## config.mk

```make
export PLATFORM = sky130hd
export DESIGN_NAME = seven_seg_scan_decoder
export DESIGN_NICKNAME = d
export VERILOG_FILES = /design/src/rtl/seven_seg_scan_decoder.sv
export SDC_FILE = /design/constraint.sdc
export NUM_CORES = 1
export LEC_CHECK = 0
export CAP_MARGIN = 30
export CORE_AREA = 3 3 71 80
export DETAILED_ROUTE_END_ITERATION = 6
export DIE_AREA = 0 0 74 83
export HOLD_SLACK_MARGIN = 0.05
export PLACE_DENSITY = 0.72
export SETUP_SLACK_MARGIN = 0.15
export SLEW_MARGIN = 30
export SYNTH_ARGS = -nofsm -noshare
export SYNTH_HDL_FRONTEND = slang
export SYNTH_SLANG_ARGS = --single-unit
```

## constraint.sdc

```tcl
create_clock -name i_CLK -period 2.3 [get_ports i_CLK]
set_clock_uncertainty 0.1 [all_clocks]
set_input_delay 0.575 -clock i_CLK [delete_from_list [all_inputs] [get_ports i_CLK]]
set_output_delay 0.575 -clock i_CLK [all_outputs]
set_load 0.05 [all_outputs]
```

## src/rtl/seven_seg_scan_decoder.sv

```systemverilog
// Read-back monitor for the multiplexed 7-segment bus: recovers the hex value shown
// on each digit position once a pattern has been steady for STABLE_CYCLES samples.
module seven_seg_scan_decoder #(
    parameter int NUM_DIGITS    = 2,
    parameter int STABLE_CYCLES = 4,
    localparam int IDX_W        = (NUM_DIGITS > 1) ? $clog2(NUM_DIGITS) : 1
) (
    input  logic                    i_CLK,
    input  logic                    i_RST,
    input  logic [6:0]              i_SEG,
    input  logic [NUM_DIGITS-1:0]   i_DIGIT_EN,
    output logic [3:0]              o_VALUE,
    output logic [IDX_W-1:0]        o_DIGIT_IDX,
    output logic                    o_VALID,
    output logic                    o_ERROR,
    output logic [4*NUM_DIGITS-1:0] o_VALUES,
    output logic [NUM_DIGITS-1:0]   o_BLANK
);

    localparam logic [7:0] CNT_MAX = 8'(STABLE_CYCLES);

    typedef enum logic [1:0] {S_IDLE, S_TRACK, S_HELD} state_t;

    state_t                state, state_nx;
    logic [7:0]            cnt, cnt_nx;
    logic [6:0]            smp_seg, prv_seg;
    logic [NUM_DIGITS-1:0] smp_en, prv_en;
    logic                  smp_onehot, changed, capture;
    logic [3:0]            dec_value;
    logic                  dec_legal, dec_blank;
    logic [IDX_W-1:0]      cap_idx;

    // The previous sample is the pattern being tracked; it is what gets captured.
    always_ff @(posedge i_CLK or posedge i_RST) begin
        if (i_RST) begin
            smp_seg <= '0;
            smp_en  <= '0;
            prv_seg <= '0;
            prv_en  <= '0;
        end else begin
            smp_seg <= i_SEG;
            smp_en  <= i_DIGIT_EN;
            prv_seg <= smp_seg;
            prv_en  <= smp_en;
        end
    end

    assign smp_onehot = $onehot(smp_en);
    assign changed    = (smp_seg != prv_seg) || (smp_en != prv_en);
    assign capture    = (state == S_TRACK) && (cnt == CNT_MAX);

    always_ff @(posedge i_CLK or posedge i_RST) begin
        if (i_RST) begin
            state <= S_IDLE;
            cnt   <= '0;
        end else begin
            state <= state_nx;
            cnt   <= cnt_nx;
        end
    end

    always_comb begin
        state_nx = state;
        cnt_nx   = cnt;
        unique case (state)
            S_IDLE: begin
                state_nx = smp_onehot ? S_TRACK : S_IDLE;
                cnt_nx   = smp_onehot ? 8'd1 : 8'd0;
            end
            S_TRACK: begin
                if (capture && !changed) begin
                    state_nx = S_HELD;
                end else if (!changed) begin
                    cnt_nx = cnt + 8'd1;
                end else begin
                    state_nx = smp_onehot ? S_TRACK : S_IDLE;
                    cnt_nx   = smp_onehot ? 8'd1 : 8'd0;
                end
            end
            S_HELD: begin
                if (changed) begin
                    state_nx = smp_onehot ? S_TRACK : S_IDLE;
                    cnt_nx   = smp_onehot ? 8'd1 : 8'd0;
                end
            end
            default: begin
                state_nx = S_IDLE;
                cnt_nx   = 8'd0;
            end
        endcase
    end

    // Inverse of the binary-to-segment encoder; bit order is g..a.
    always_comb begin
        dec_legal = 1'b1;
        dec_blank = 1'b0;
        dec_value = 4'h0;
        case (prv_seg)
            7'b0111111: dec_value = 4'h0;
            7'b0000110: dec_value = 4'h1;
            7'b1011011: dec_value = 4'h2;
            7'b1001111: dec_value = 4'h3;
            7'b1100110: dec_value = 4'h4;
            7'b1101101: dec_value = 4'h5;
            7'b1111101: dec_value = 4'h6;
            7'b0000111: dec_value = 4'h7;
            7'b1111111: dec_value = 4'h8;
            7'b1100111: dec_value = 4'h9;
            7'b1110111: dec_value = 4'hA;
            7'b1111100: dec_value = 4'hB;
            7'b1011000: dec_value = 4'hC;
            7'b1011110: dec_value = 4'hD;
            7'b1111001: dec_value = 4'hE;
            7'b1110001: dec_value = 4'hF;
            7'b0000000: begin
                dec_legal = 1'b0;
                dec_blank = 1'b1;
            end
            default: dec_legal = 1'b0;
        endcase
    end

    always_comb begin
        cap_idx = '0;
        for (int n = 0; n < NUM_DIGITS; n++) begin
            if (prv_en[n]) begin
                cap_idx = IDX_W'(n);
            end
        end
    end

    // Pulses default low every cycle, so each capture yields exactly one cycle high.
    always_ff @(posedge i_CLK or posedge i_RST) begin
        if (i_RST) begin
            o_VALUE     <= '0;
            o_DIGIT_IDX <= '0;
            o_VALID     <= 1'b0;
            o_ERROR     <= 1'b0;
            o_VALUES    <= '0;
            o_BLANK     <= '0;
        end else begin
            o_VALID <= 1'b0;
            o_ERROR <= 1'b0;
            if (capture) begin
                if (dec_legal) begin
                    o_VALUE     <= dec_value;
                    o_DIGIT_IDX <= cap_idx;
                    o_VALID     <= 1'b1;
                    for (int n = 0; n < NUM_DIGITS; n++) begin
                        if (prv_en[n]) begin
                            o_VALUES[4*n +: 4] <= dec_value;
                            o_BLANK[n]         <= 1'b0;
                        end
                    end
                end else if (dec_blank) begin
                    for (int n = 0; n < NUM_DIGITS; n++) begin
                        if (prv_en[n]) begin
                            o_BLANK[n] <= 1'b1;
                        end
                    end
                end else begin
                    o_ERROR     <= 1'b1;
                    o_DIGIT_IDX <= cap_idx;
                end
            end
        end
    end

endmodule

```

==> load_flow_metrics.sql, run 1 <==
INSERT INTO impl_metrics (metric_group, metric, value, unit) VALUES
('power', 'ir_worst_vdd', '0.356', 'mV'),
('critical_path', 'setup.worst_path.end_class', 'output port', ''),
('sta', 'max_slew.worst_pin.slew', '547', 'ps'),
('sta', 'relSlewSlack', '63.5', '%'),
('status', 'result_of_the_run', 'complete, no violations', ''),
('cts', 'cts-buffers-inserted', '5', ''),
('final_layout', 'fin_nets', '267', ''),
('synth', 'synthXorXnorAreaFrac', '4.75', '%'),
('grt', 'gr-usage-all-layers', '15.0', '%'),
('drt', 'routed_wl', '4440', 'um'),
('floorplan', 'effective_utilization_at_floorplan', '44.5', '%'),
('synth', 'main_combinational_cell_family_by_area_after_synthesis', 'simple AND/OR/NAND/NOR gates', ''),
('cts', 'cts_tree', 'built', ''),
('synth', 'synth-compound-area-share', '14.0', '%'),
('cts', 'max-clock-path-buffers', '2', ''),
('cts', 'tritoncts_num_sinks', '45', ''),
('drt', 'vias_per_cell', '5.41', ''),
('floorplan', 'num_rows', '27', ''),
('synth', 'synth_area_per_cell', '10.5', 'um^2'),
('grt', 'initial_antenna_violation_count', '0', ''),
('synth', 'synthesis.area', '2210', 'um^2'),
('drt', 'wl_per_cell', '14.2', 'um'),
('sta', 'fin_ws', '179', 'ps'),
('floorplan', 'total_die_area', '6140', 'um^2'),
('synth', 'synthAdderAreaFrac', '1.58', '%'),
('power', 'leakage', '1.51', 'nW'),
('synth', 'post_synth_main_area_contributors', 'sky130_fd_sc_hd__dfrtp_1, sky130_fd_sc_hd__o21ai_0, sky130_fd_sc_hd__xor2_1, sky130_fd_sc_hd__mux2_1, sky130_fd_sc_hd__inv_1', ''),
('synth', 'number_of_unique_standard_cell_types_used_by_synthesis', '48', ''),
('final_layout', 'layout-drive-gt1-share', '23.1', '%'),
('drt', 'routed-via-count', '1692', ''),
('floorplan', 'core', '4970', 'um^2'),
('critical_path', 'crit_arrival', '1450', 'ps'),
('grt', 'grt_max_degree', '46', ''),
('grt', 'grt_overflow_total', '0', ''),
('critical_path', 'cp_slowest_stage_delay', '800', 'ps'),
('critical_path', 'critPathKind', 'flop to output port', ''),
('cts', 'cts_hold_repair.buffers', '0', ''),
('sta', 'rsz0062_at_grt', 'yes', ''),
('synth', 'synth_largest_area_cell', 'sky130_fd_sc_hd__dfrtp_1', ''),
('drt', 'drtAntennaViolNets', '0', ''),
('cts', 'clock_latency', '290', 'ps'),
('cts', 'cts.clk_slew.worst_paths', '90', 'ps'),
('run', 'cap_viol_max_count', '0', ''),
('sta', 'post-route-period-util', '92.2', '%'),
('min_path', 'holdCritPathClass', 'flop to flop', ''),
('synth', 'synthMuxAreaShare', '4.47', '%'),
('place', 'port-buffer-count', '27', ''),
('sta', 'clock_period_minus_final_worst_setup_slack', '2120', 'ps'),
('synth', 'synth_simple_gate_area_share', '19.6', '%'),
('power', 'power_per_cell_area', '560', 'nW/um^2'),
('cts', 'clock_root_buffer', 'sky130_fd_sc_hd__clkbuf_8', ''),
('cts', 'maximum_level_of_the_cts_h_tree', '2', ''),
('place', 'routability_congestion_estimate', '0.805', ''),
('final_layout', 'synthToLayoutAreaGrowth', '29.5', '%'),
('place', 'hpwlAfterDp', '3100', 'um'),
('final_layout', 'layout.cells.most_common', 'sky130_fd_sc_hd__dfrtp_1', ''),
('sta', 'max_freq', '472', 'MHz'),
('critical_path', 'critical_path_required', '1620', 'ps'),
('synth', 'synthDominantCellAreaShare', '50.9', '%'),
('sta', 'finalMaxSlewViolations', '0', ''),
('critical_path', 'cp_top_family', 'buffers and inverters', ''),
('drt', 'first_pass_iters', '4', ''),
('drt', 'drtIter0Drc', '141', ''),
('final_layout', 'fin_util', '57.7', '%'),
('floorplan', 'floorplan.io_pins', '28', ''),
('critical_path', 'rrSetupSlack', '200', 'ps'),
('synth', 'postSynthCellCount', '211', ''),
('critical_path', 'timing.critical_path.fanout_max', '2', ''),
('sta', 'final-hold-violation-count', '0', ''),
('grt', 'via_count_of_the_first_global_routing_pass', '1576', ''),
('critical_path', 'timing.critical_path.slowest_stage_cell', 'sky130_fd_sc_hd__clkdlybuf4s50_1', '');
path summary, 6_finish.rpt:
path,startpoint,to,cells past startpoint
worst max register to register,cnt[0]$_DFFE_PP0P_,o_VALUES[6]$_DFFE_PP0P_,8
max in group asynchronous,i_RST,prv_seg[4]$_DFF_PP0_,3
worst max-delay path,o_VALUE[2]$_DFFE_PP0P_,o_VALUE[2],1
min in group asynchronous,i_RST,smp_en[0]$_DFF_PP0_,3
worst min register to register,smp_seg[6]$_DFF_PP0_,prv_seg[6]$_DFF_PP0_,0
worst min-delay path,smp_seg[6]$_DFF_PP0_,prv_seg[6]$_DFF_PP0_,0
cells in the mapped netlist (all sizes together):
cell    count
nor2       13
nor3b       3
o21a        1
maj3        1
and3        5
a211o       2
a21o        2
or3         1
nor2b       3
inv        12
nand2      13
dfrtp      45
o22ai       4
a32oi       1
o21ai      22
ha          2
a22oi       1
nor4        2
nor4b       5
nand4       2
xor2       12
and4bb      1
a31oi       3
and2        3
and4        1
nand2b      5
or2         1
o31ai       1
a21oi       8
nor3        6
nand3       9
mux2i       2
buf         9
a211oi      3
mux2        7
what timing repair did:
item,4_1_cts,5_1_grt
cloned,0,0
pin swaps,0,5
endpoints found under the setup margin,5,32
gates resized for setup,2,35
setup buffers,1,7
per-layer routing:
metal  wire, um  GRT usage (%)
met1       1950           19.8
met5          0              0
met2       2190           23.5
met3        233           3.87
met4         68           5.11
metrics by stage:
stage	hold WS, ps	power, mW	cells
after floorplan	272	0.942	211
after global placement	280	0.983	297
after detailed placement	285	0.986	297
after CTS	303	1.60	306
after global routing	310	1.67	313
final	298	1.60	313
where the power goes:
part	total (mW)	internal, mW	switching (mW)
combinational	0.149	0.0697	0.0791
clock	0.618	0.353	0.265
sequential	0.837	0.812	0.0253
total	1.60	1.23	0.369
layout make-up:
cell class | instances | area, um^2
flip-flops and latches | 45 | 1130
clock inverters | 2 | 37.5
clock buffers | 6 | 82.6
fillers | 419 | 2100
repair buffers | 45 | 440
multi-input cells | 145 | 1060
inverters | 12 | 45.0
well taps | 58 | 72.6
flip-flops by register name (all words and copies together), names as in the netlist:
| signal | cells |
|---|---|
| cnt | 8 |
| o_VALUES | 8 |
| prv_seg | 7 |
| smp_seg | 7 |
| o_VALUE | 4 |
| o_BLANK | 2 |
| prv_en | 2 |
| smp_en | 2 |
| state | 2 |
| o_DIGIT_IDX | 1 |
| o_ERROR | 1 |
| o_VALID | 1 |
logic make-up after synthesis:
kind of cell | count (synthesis)
buffers and inverters | 21
flip-flops | 45
XOR/XNOR | 12
AO/OA/AOI/OAI | 48
AND/OR/NAND/NOR | 73
adder cells (fa/ha/maj) | 3
multiplexers | 9
Power figures use the tool's default switching activity.
==> inputs of run 2 (changes only) <==
Clock period 2.3 ns to 2.16 ns, I/O delays scaled along.
==> run 2 against run 1 <==
Sequential share of layout area is 1.9 points lower. Clock power is 17% lower. Register-to-register slack worse by 120 ps. Design area is 5.2% higher. Sequential power is 6.6% higher. Combinational power is 34% higher. Via count is 6.3% higher. Die area stayed put. Largest cell class unchanged.
==> load_flow_metrics.sql, run 2 (synthesized netlist as in run 1, its figures left out) <==
INSERT INTO impl_metrics (metric_group, metric, value, unit) VALUES
('status', 'result_of_the_run', 'complete, no violations', ''),
('drt', 'routed-via-count', '1799', ''),
('critical_path', 'critPathKind', 'flop to flop', ''),
('sta', 'finalMaxSlewViolations', '0', ''),
('place', 'place_area', '2640', 'um^2'),
('power', 'power_per_cell_area', '533', 'nW/um^2'),
('sta', 'final-hold-violation-count', '0', ''),
('min_path', 'hold_depth', '0', ''),
('power', 'design_power_total', '1.61', 'mW'),
('cts', 'cts-buffers-inserted', '5', ''),
('final_layout', 'registers_with_the_highest_flip_flop_counts', 'cnt x8, o_VALUES x8', ''),
('cts', 'cts.clk_slew.worst_paths', '80', 'ps'),
('floorplan', 'core', '4970', 'um^2'),
('critical_path', 'rrSetupSlack', '80', 'ps'),
('grt', 'initial_antenna_violation_count', '0', ''),
('final_layout', 'antenna_cells', '0', ''),
('final_layout', 'multi_input_area', '1130', 'um^2'),
('critical_path', 'reg2reg_from', 'cnt[0]$_DFFE_PP0P_', ''),
('final_layout', 'register_area', '1130', 'um^2'),
('drt', 'routed_wl', '4880', 'um'),
('cts', 'clock_root_buffer', 'sky130_fd_sc_hd__clkbuf_8', ''),
('sta', 'rsz0062_at_grt', 'yes', ''),
('cts', 'clock_latency', '300', 'ps'),
('run', 'cap_viol_max_count', '0', ''),
('final_layout', 'count_of_fill_cells_added_during_filler_insertion', '409', ''),
('place', 'hpwlAfterDp', '3180', 'um'),
('sta', 'relSlewSlack', '67.5', '%'),
('grt', 'via_count_of_the_first_global_routing_pass', '1667', ''),
('drt', 'drtIter0Drc', '99', ''),
('final_layout', 'most_frequent_cells_in_the_layout', 'sky130_fd_sc_hd__dfrtp_1, sky130_fd_sc_hd__buf_4, sky130_fd_sc_hd__dlygate4sd2_1, sky130_fd_sc_hd__xor2_1, sky130_fd_sc_hd__o21ai_0', ''),
('critical_path', 'worst_r2r_path_depth', '7', ''),
('sta', 'max_slew.worst_pin.slew', '490', 'ps'),
('cts', 'maximum_level_of_the_cts_h_tree', '2', ''),
('cts', 'cts_tree', 'built', ''),
('sta', 'timing.setup.tns', '0', 'ps'),
('floorplan', 'fp.dieW', '74', 'um'),
('sta', 'max_freq', '481', 'MHz'),
('floorplan', 'floorplan.io_pins', '28', ''),
('power', 'leakage', '1.41', 'nW'),
('final_layout', 'postLayoutCellArea', '3010', 'um^2'),
('grt', 'grt_max_degree', '46', ''),
('drt', 'remaining_drc_errors', '0', ''),
('final_layout', 'fin_cells', '332', ''),
('power', 'intPower', '1.19', 'mW'),
('grt', 'wire_length_of_the_first_global_routing_pass', '7710', 'um'),
('cts', 'cts_hold_repair.buffers', '0', ''),
('drt', 'drtAntennaViolNets', '0', ''),
('drt', 'first_pass_iters', '4', ''),
('power', 'power.combinational.fraction', '12.4', '%'),
('drt', 'vias_per_cell', '5.42', ''),
('critical_path', 'r2r-end', 'o_VALUE[3]$_DFFE_PP0P_', ''),
('critical_path', 'critical_path_required', '2240', 'ps'),
('final_layout', 'synthToLayoutAreaGrowth', '36.3', '%'),
('place', 'port-buffer-count', '27', ''),
('power', 'switching_power', '0.413', 'mW'),
('cts', 'max-clock-path-buffers', '2', ''),
('critical_path', 'crit_arrival', '2160', 'ps'),
('final_layout', 'fin_nets', '286', ''),
('grt', 'grt_overflow_total', '0', ''),
('power', 'ir_worst_vdd', '0.367', 'mV'),
('floorplan', 'total_die_area', '6140', 'um^2'),
('sta', 'setup_viol_count_final', '0', ''),
('floorplan', 'effective_utilization_at_floorplan', '44.5', '%'),
('power', 'sequentialPowerShare', '55.6', '%'),
('cts', 'tritoncts_num_sinks', '45', ''),
('drt', 'wl_per_cell', '14.7', 'um'),
('place', 'post-place-ws', '-2.46', 'ps'),
('grt', 'gr-usage-all-layers', '15.9', '%'),
('sta', 'final.hold.worst_slack', '301', 'ps'),
('floorplan', 'die_h', '83', 'um'),
('min_path', 'holdCritPathClass', 'flop to flop', ''),
('power', 'switching_share', '25.7', '%'),
('min_path', 'min_to', 'prv_seg[4]$_DFF_PP0_', ''),
('min_path', 'worstHoldStart', 'smp_seg[4]$_DFF_PP0_', ''),
('floorplan', 'num_rows', '27', ''),
('final_layout', 'layout-drive-gt1-share', '32.5', '%'),
('place', 'routability_congestion_estimate', '0.842', ''),
('sta', 'clock_period_minus_final_worst_setup_slack', '2080', 'ps'),
('sta', 'fin_ws', '79.1', 'ps'),
('critical_path', 'setup.worst_path.start_class', 'flop', ''),
('critical_path', 'setup.worst_path.end_class', 'flop', ''),
('place', 'dp.cells', '304', ''),
('sta', 'post-route-period-util', '96.3', '%'),
('critical_path', 'timing.critical_path.fanout_max', '3', ''),
('final_layout', 'layout.cells.most_common', 'sky130_fd_sc_hd__dfrtp_1', ''),
('power', 'p_clk_share', '32.0', '%'),
('final_layout', 'fin_util', '60.7', '%');
-- run 2: changes by cell type in the layout (fill, tap and decap cells not counted), sizes merged --
| cell | previous run | this run |
|---|---|---|
| buf | 17 | 37 |
| dlygate4sd2 | 0 | 17 |
| dlymetal6s2s | 15 | 0 |
| clkdlybuf4s50 | 12 | 10 |
| bufinv | 1 | 0 |
| clkbuf | 7 | 6 |
| clkinvlp | 1 | 2 |
-- run 2: metal layers --
metal	vias to the layer above	share of wire, %	GRT usage, %
li1	865	-	-
met3	12	5.3	3.75
met5	-	0	0
met1	864	42	21.1
met4	0	2.6	6.43
met2	58	50	24.7
-- run 2: area by class of cell --
type	instances	area share, %
repair buffers	64	18.3
multi-input cells	145	37.4
well taps	58	2.41
clock inverters	2	0.498
clock buffers	6	2.41
flip-flops and latches	45	37.5
inverters	12	1.49
-- run 2: power by group through the flow --
stage / registers (mW) / clock network [mW] / logic [mW]
after CTS: 0.891 / 0.527 / 0.176
after detailed placement: 0.907 / 0 / 0.158
final: 0.892 / 0.514 / 0.199
after global routing: 0.896 / 0.567 / 0.220
after global placement: 0.905 / 0 / 0.156
after floorplan: 0.895 / 0 / 0.108
-- run 2: timing repair --
action,CTS,global route
setup endpoints to repair,32,22
resized for setup,32,34
setup buffers,8,12
pin swaps,5,9
-- run 2: worst max-delay path by stage --
stage	startpoint	to	slack, ps	depth (start not counted)
after floorplan	cnt[0]$_DFFE_PP0P_	o_VALUES[3]$_DFFE_PP0P_	70	8
after global placement	cnt[0]$_DFFE_PP0P_	o_VALUE[3]$_DFFE_PP0P_	50	7
after detailed placement	prv_seg[3]$_DFF_PP0_	o_VALUES[3]$_DFFE_PP0P_	-2	6
after CTS	cnt[1]$_DFFE_PP0P_	o_VALUES[6]$_DFFE_PP0P_	90	8
after global routing	cnt[0]$_DFFE_PP0P_	o_VALUES[7]$_DFFE_PP0P_	-30	8
final	cnt[0]$_DFFE_PP0P_	o_VALUE[3]$_DFFE_PP0P_	80	7
-- run 2: critical path, cell delays in order, from the launching register on --
cell and delay (ps):
sky130_fd_sc_hd__dfrtp_1 390, sky130_fd_sc_hd__inv_2 90, sky130_fd_sc_hd__ha_4 120, sky130_fd_sc_hd__nor4b_4 210, sky130_fd_sc_hd__nand3_2 170, sky130_fd_sc_hd__or3_4 380, sky130_fd_sc_hd__a21oi_2 170, sky130_fd_sc_hd__mux2_1 340
==> inputs of run 3 (changes only) <==
Settings changed: CORE_AREA 3 3 71 80 to 3 3 81 91, DIE_AREA 0 0 74 83 to 0 0 84 94, PLACE_DENSITY 0.72 to 0.59.
==> run 3 against run 2 <==
Hold slack got worse by 1.6 ps. Critical path type unchanged. Wire length fell by 2.1%. Maximum frequency increased by 1.8%. Largest cell class is now multi-input gates. Register-to-register slack improved by 40 ps.
==> load_flow_metrics.sql, run 3 (synthesized netlist as in run 1, its figures left out) <==
INSERT INTO impl_metrics (metric_group, metric, value, unit) VALUES
('cts', 'cts_tree', 'built', ''),
('power', 'intPower', '1.31', 'mW'),
('power', 'switching_share', '25.0', '%'),
('cts', 'cts-buffers-inserted', '5', ''),
('power', 'switching_power', '0.438', 'mW'),
('floorplan', 'fp.dieW', '84', 'um'),
('power', 'ir_worst_vdd', '0.306', 'mV'),
('critical_path', 'reg2reg_from', 'cnt[1]$_DFFE_PP0P_', ''),
('final_layout', 'postLayoutCellArea', '3080', 'um^2'),
('power', 'sequentialPowerShare', '50.7', '%'),
('drt', 'drtIter0Drc', '42', ''),
('final_layout', 'fin_nets', '286', ''),
('power', 'design_power_total', '1.75', 'mW'),
('critical_path', 'crit_end', 'o_VALUES[6]$_DFFE_PP0P_', ''),
('sta', 'final-hold-violation-count', '0', ''),
('place', 'routability_congestion_estimate', '0.815', ''),
('drt', 'drtAntennaViolNets', '0', ''),
('sta', 'fin_ws', '117', 'ps'),
('floorplan', 'total_die_area', '7900', 'um^2'),
('floorplan', 'num_rows', '31', ''),
('floorplan', 'die_h', '94', 'um'),
('sta', 'clock_period_minus_final_worst_setup_slack', '2040', 'ps'),
('power', 'power_per_cell_area', '569', 'nW/um^2'),
('floorplan', 'effective_utilization_at_floorplan', '33.7', '%'),
('grt', 'grt_max_degree', '46', ''),
('grt', 'grt_overflow_total', '0', ''),
('place', 'dp.cells', '329', ''),
('final_layout', 'synthToLayoutAreaGrowth', '39.1', '%'),
('run', 'cap_viol_max_count', '0', ''),
('final_layout', 'most_frequent_cells_in_the_layout', 'sky130_fd_sc_hd__dfrtp_1, sky130_fd_sc_hd__buf_4, sky130_fd_sc_hd__dlygate4sd2_1, sky130_fd_sc_hd__nor2_1, sky130_fd_sc_hd__nand2_1', ''),
('critical_path', 'setup.worst_path.start_class', 'flop', ''),
('critical_path', 'startpoint', 'cnt[1]$_DFFE_PP0P_', ''),
('grt', 'gr-usage-all-layers', '12.7', '%'),
('final_layout', 'antenna_cells', '0', ''),
('place', 'place_area', '2680', 'um^2'),
('floorplan', 'floorplan.io_pins', '28', ''),
('critical_path', 'r2r-end', 'o_VALUES[6]$_DFFE_PP0P_', ''),
('sta', 'rsz0062_at_grt', 'yes', ''),
('drt', 'vias_per_cell', '4.94', ''),
('drt', 'wl_per_cell', '13.4', 'um'),
('power', 'leakage', '1.43', 'nW'),
('cts', 'max-clock-path-buffers', '2', ''),
('grt', 'initial_antenna_violation_count', '0', ''),
('critical_path', 'critical_path_required', '2260', 'ps'),
('critical_path', 'timing.critical_path.fanout_max', '4', ''),
('drt', 'routed-via-count', '1759', ''),
('drt', 'first_pass_iters', '4', ''),
('final_layout', 'fin_cells', '356', ''),
('grt', 'via_count_of_the_first_global_routing_pass', '1674', ''),
('cts', 'clock_latency', '310', 'ps'),
('status', 'result_of_the_run', 'complete, no violations', ''),
('sta', 'max_freq', '489', 'MHz'),
('sta', 'relSlewSlack', '67.1', '%'),
('final_layout', 'layout.cells.most_common', 'sky130_fd_sc_hd__dfrtp_1', ''),
('place', 'hpwlAfterDp', '3270', 'um'),
('sta', 'setup_viol_count_final', '0', ''),
('floorplan', 'core', '6560', 'um^2'),
('final_layout', 'registers_with_the_highest_flip_flop_counts', 'cnt x8, o_VALUES x8', ''),
('cts', 'clock_root_buffer', 'sky130_fd_sc_hd__clkbuf_8', ''),
('critical_path', 'critPathKind', 'flop to flop', ''),
('cts', 'cts.clk_slew.worst_paths', '90', 'ps'),
('cts', 'tritoncts_num_sinks', '45', ''),
('cts', 'maximum_level_of_the_cts_h_tree', '2', ''),
('sta', 'max_slew.worst_pin.slew', '495', 'ps'),
('sta', 'final.hold.worst_slack', '299', 'ps'),
('sta', 'post-route-period-util', '94.6', '%'),
('place', 'post-place-ws', '-40.4', 'ps'),
('drt', 'routed_wl', '4780', 'um'),
('drt', 'remaining_drc_errors', '0', ''),
('grt', 'wire_length_of_the_first_global_routing_pass', '8020', 'um'),
('place', 'port-buffer-count', '27', ''),
('critical_path', 'rrSetupSlack', '120', 'ps'),
('critical_path', 'crit_arrival', '2140', 'ps'),
('min_path', 'holdCritPathClass', 'flop to flop', ''),
('power', 'power.combinational.fraction', '11.3', '%'),
('power', 'p_clk_share', '38.0', '%'),
('critical_path', 'worst_r2r_path_depth', '8', ''),
('final_layout', 'layout-drive-gt1-share', '32.5', '%'),
('critical_path', 'setup.worst_path.end_class', 'flop', ''),
('sta', 'finalMaxSlewViolations', '0', '');
-- run 3: changes by cell type in the layout (fill, tap and decap cells not counted), moves of 2 or more --
cell                         before  now
sky130_fd_sc_hd__o21ai_1          6    9
sky130_fd_sc_hd__buf_4           33   31
sky130_fd_sc_hd__clkbuf_2         0    2
sky130_fd_sc_hd__clkinvlp_4       2    0
sky130_fd_sc_hd__o21ai_0         12   10
-- run 3: layout make-up --
cell class,count,area [um^2]
Clock buffer,5,68.8
Clock inverter,3,50.0
Fill cell,631,3480
Inverter,12,45.0
Multi-Input combinational cell,145,1130
Sequential cell,45,1130
Tap cell,82,103
Timing Repair Buffer,64,548
-- run 3: how the worst min path moves through the flow --
| stage | to | cells past startpoint | from | slack (ps) |
|---|---|---|---|---|
| 3_3_place_gp | prv_seg[3]$_DFF_PP0_ | 0 | smp_seg[3]$_DFF_PP0_ | 280 |
| 3_5_place_dp | prv_seg[3]$_DFF_PP0_ | 0 | smp_seg[3]$_DFF_PP0_ | 280 |
| 6_report | prv_seg[3]$_DFF_PP0_ | 0 | smp_seg[3]$_DFF_PP0_ | 300 |
| 4_1_cts | prv_seg[3]$_DFF_PP0_ | 0 | smp_seg[3]$_DFF_PP0_ | 300 |
| 5_1_grt | prv_seg[5]$_DFF_PP0_ | 0 | smp_seg[5]$_DFF_PP0_ | 310 |
| 2_1_floorplan | prv_seg[0]$_DFF_PP0_ | 0 | smp_seg[0]$_DFF_PP0_ | 270 |
-- run 3: routing by layer --
metal	up-vias	wire [um]	track usage, %
met5	-	0	0
met4	0	70	4.02
met3	7	221	3.16
met2	41	2330	20.4
met1	846	2150	16.9
li1	865	-	-
-- run 3: power groups by stage --
stage | clock network (mW) | registers, mW | logic [mW]
final | 0.666 | 0.888 | 0.197
after global routing | 0.729 | 0.892 | 0.220
after CTS | 0.692 | 0.889 | 0.178
after detailed placement | 0 | 0.905 | 0.162
after global placement | 0 | 0.904 | 0.161
after floorplan | 0 | 0.895 | 0.108
-- run 3: worst max-delay path, cell delays in order, from the launching register on --
cell and delay [ps]:
sky130_fd_sc_hd__dfrtp_1 390, sky130_fd_sc_hd__inv_2 90, sky130_fd_sc_hd__ha_4 130, sky130_fd_sc_hd__nor4b_4 210
sky130_fd_sc_hd__nand3_2 160, sky130_fd_sc_hd__nor3_4 220, sky130_fd_sc_hd__nand2_2 120, sky130_fd_sc_hd__a21oi_4 210
sky130_fd_sc_hd__mux2_4 320
-- run 3: repair_timing --
action | CTS | global route
setup endpoints to repair | 31 | 21
gates resized for setup | 35 | 29
gates cloned | 0 | 0
hold buffers | 0 | 0
hold endpoints to repair | 0 | 0
buffers inserted | 10 | 9
pin swaps | 4 | 13
-- run 3: metrics by stage --
step | util (%) | setup TNS [ps]
after floorplan | - | 0
after global placement | 40.8 | 0
after detailed placement | 40.8 | -74.9
after CTS | 44.6 | 0
after global routing | 46.9 | 0
final | 46.9 | 0
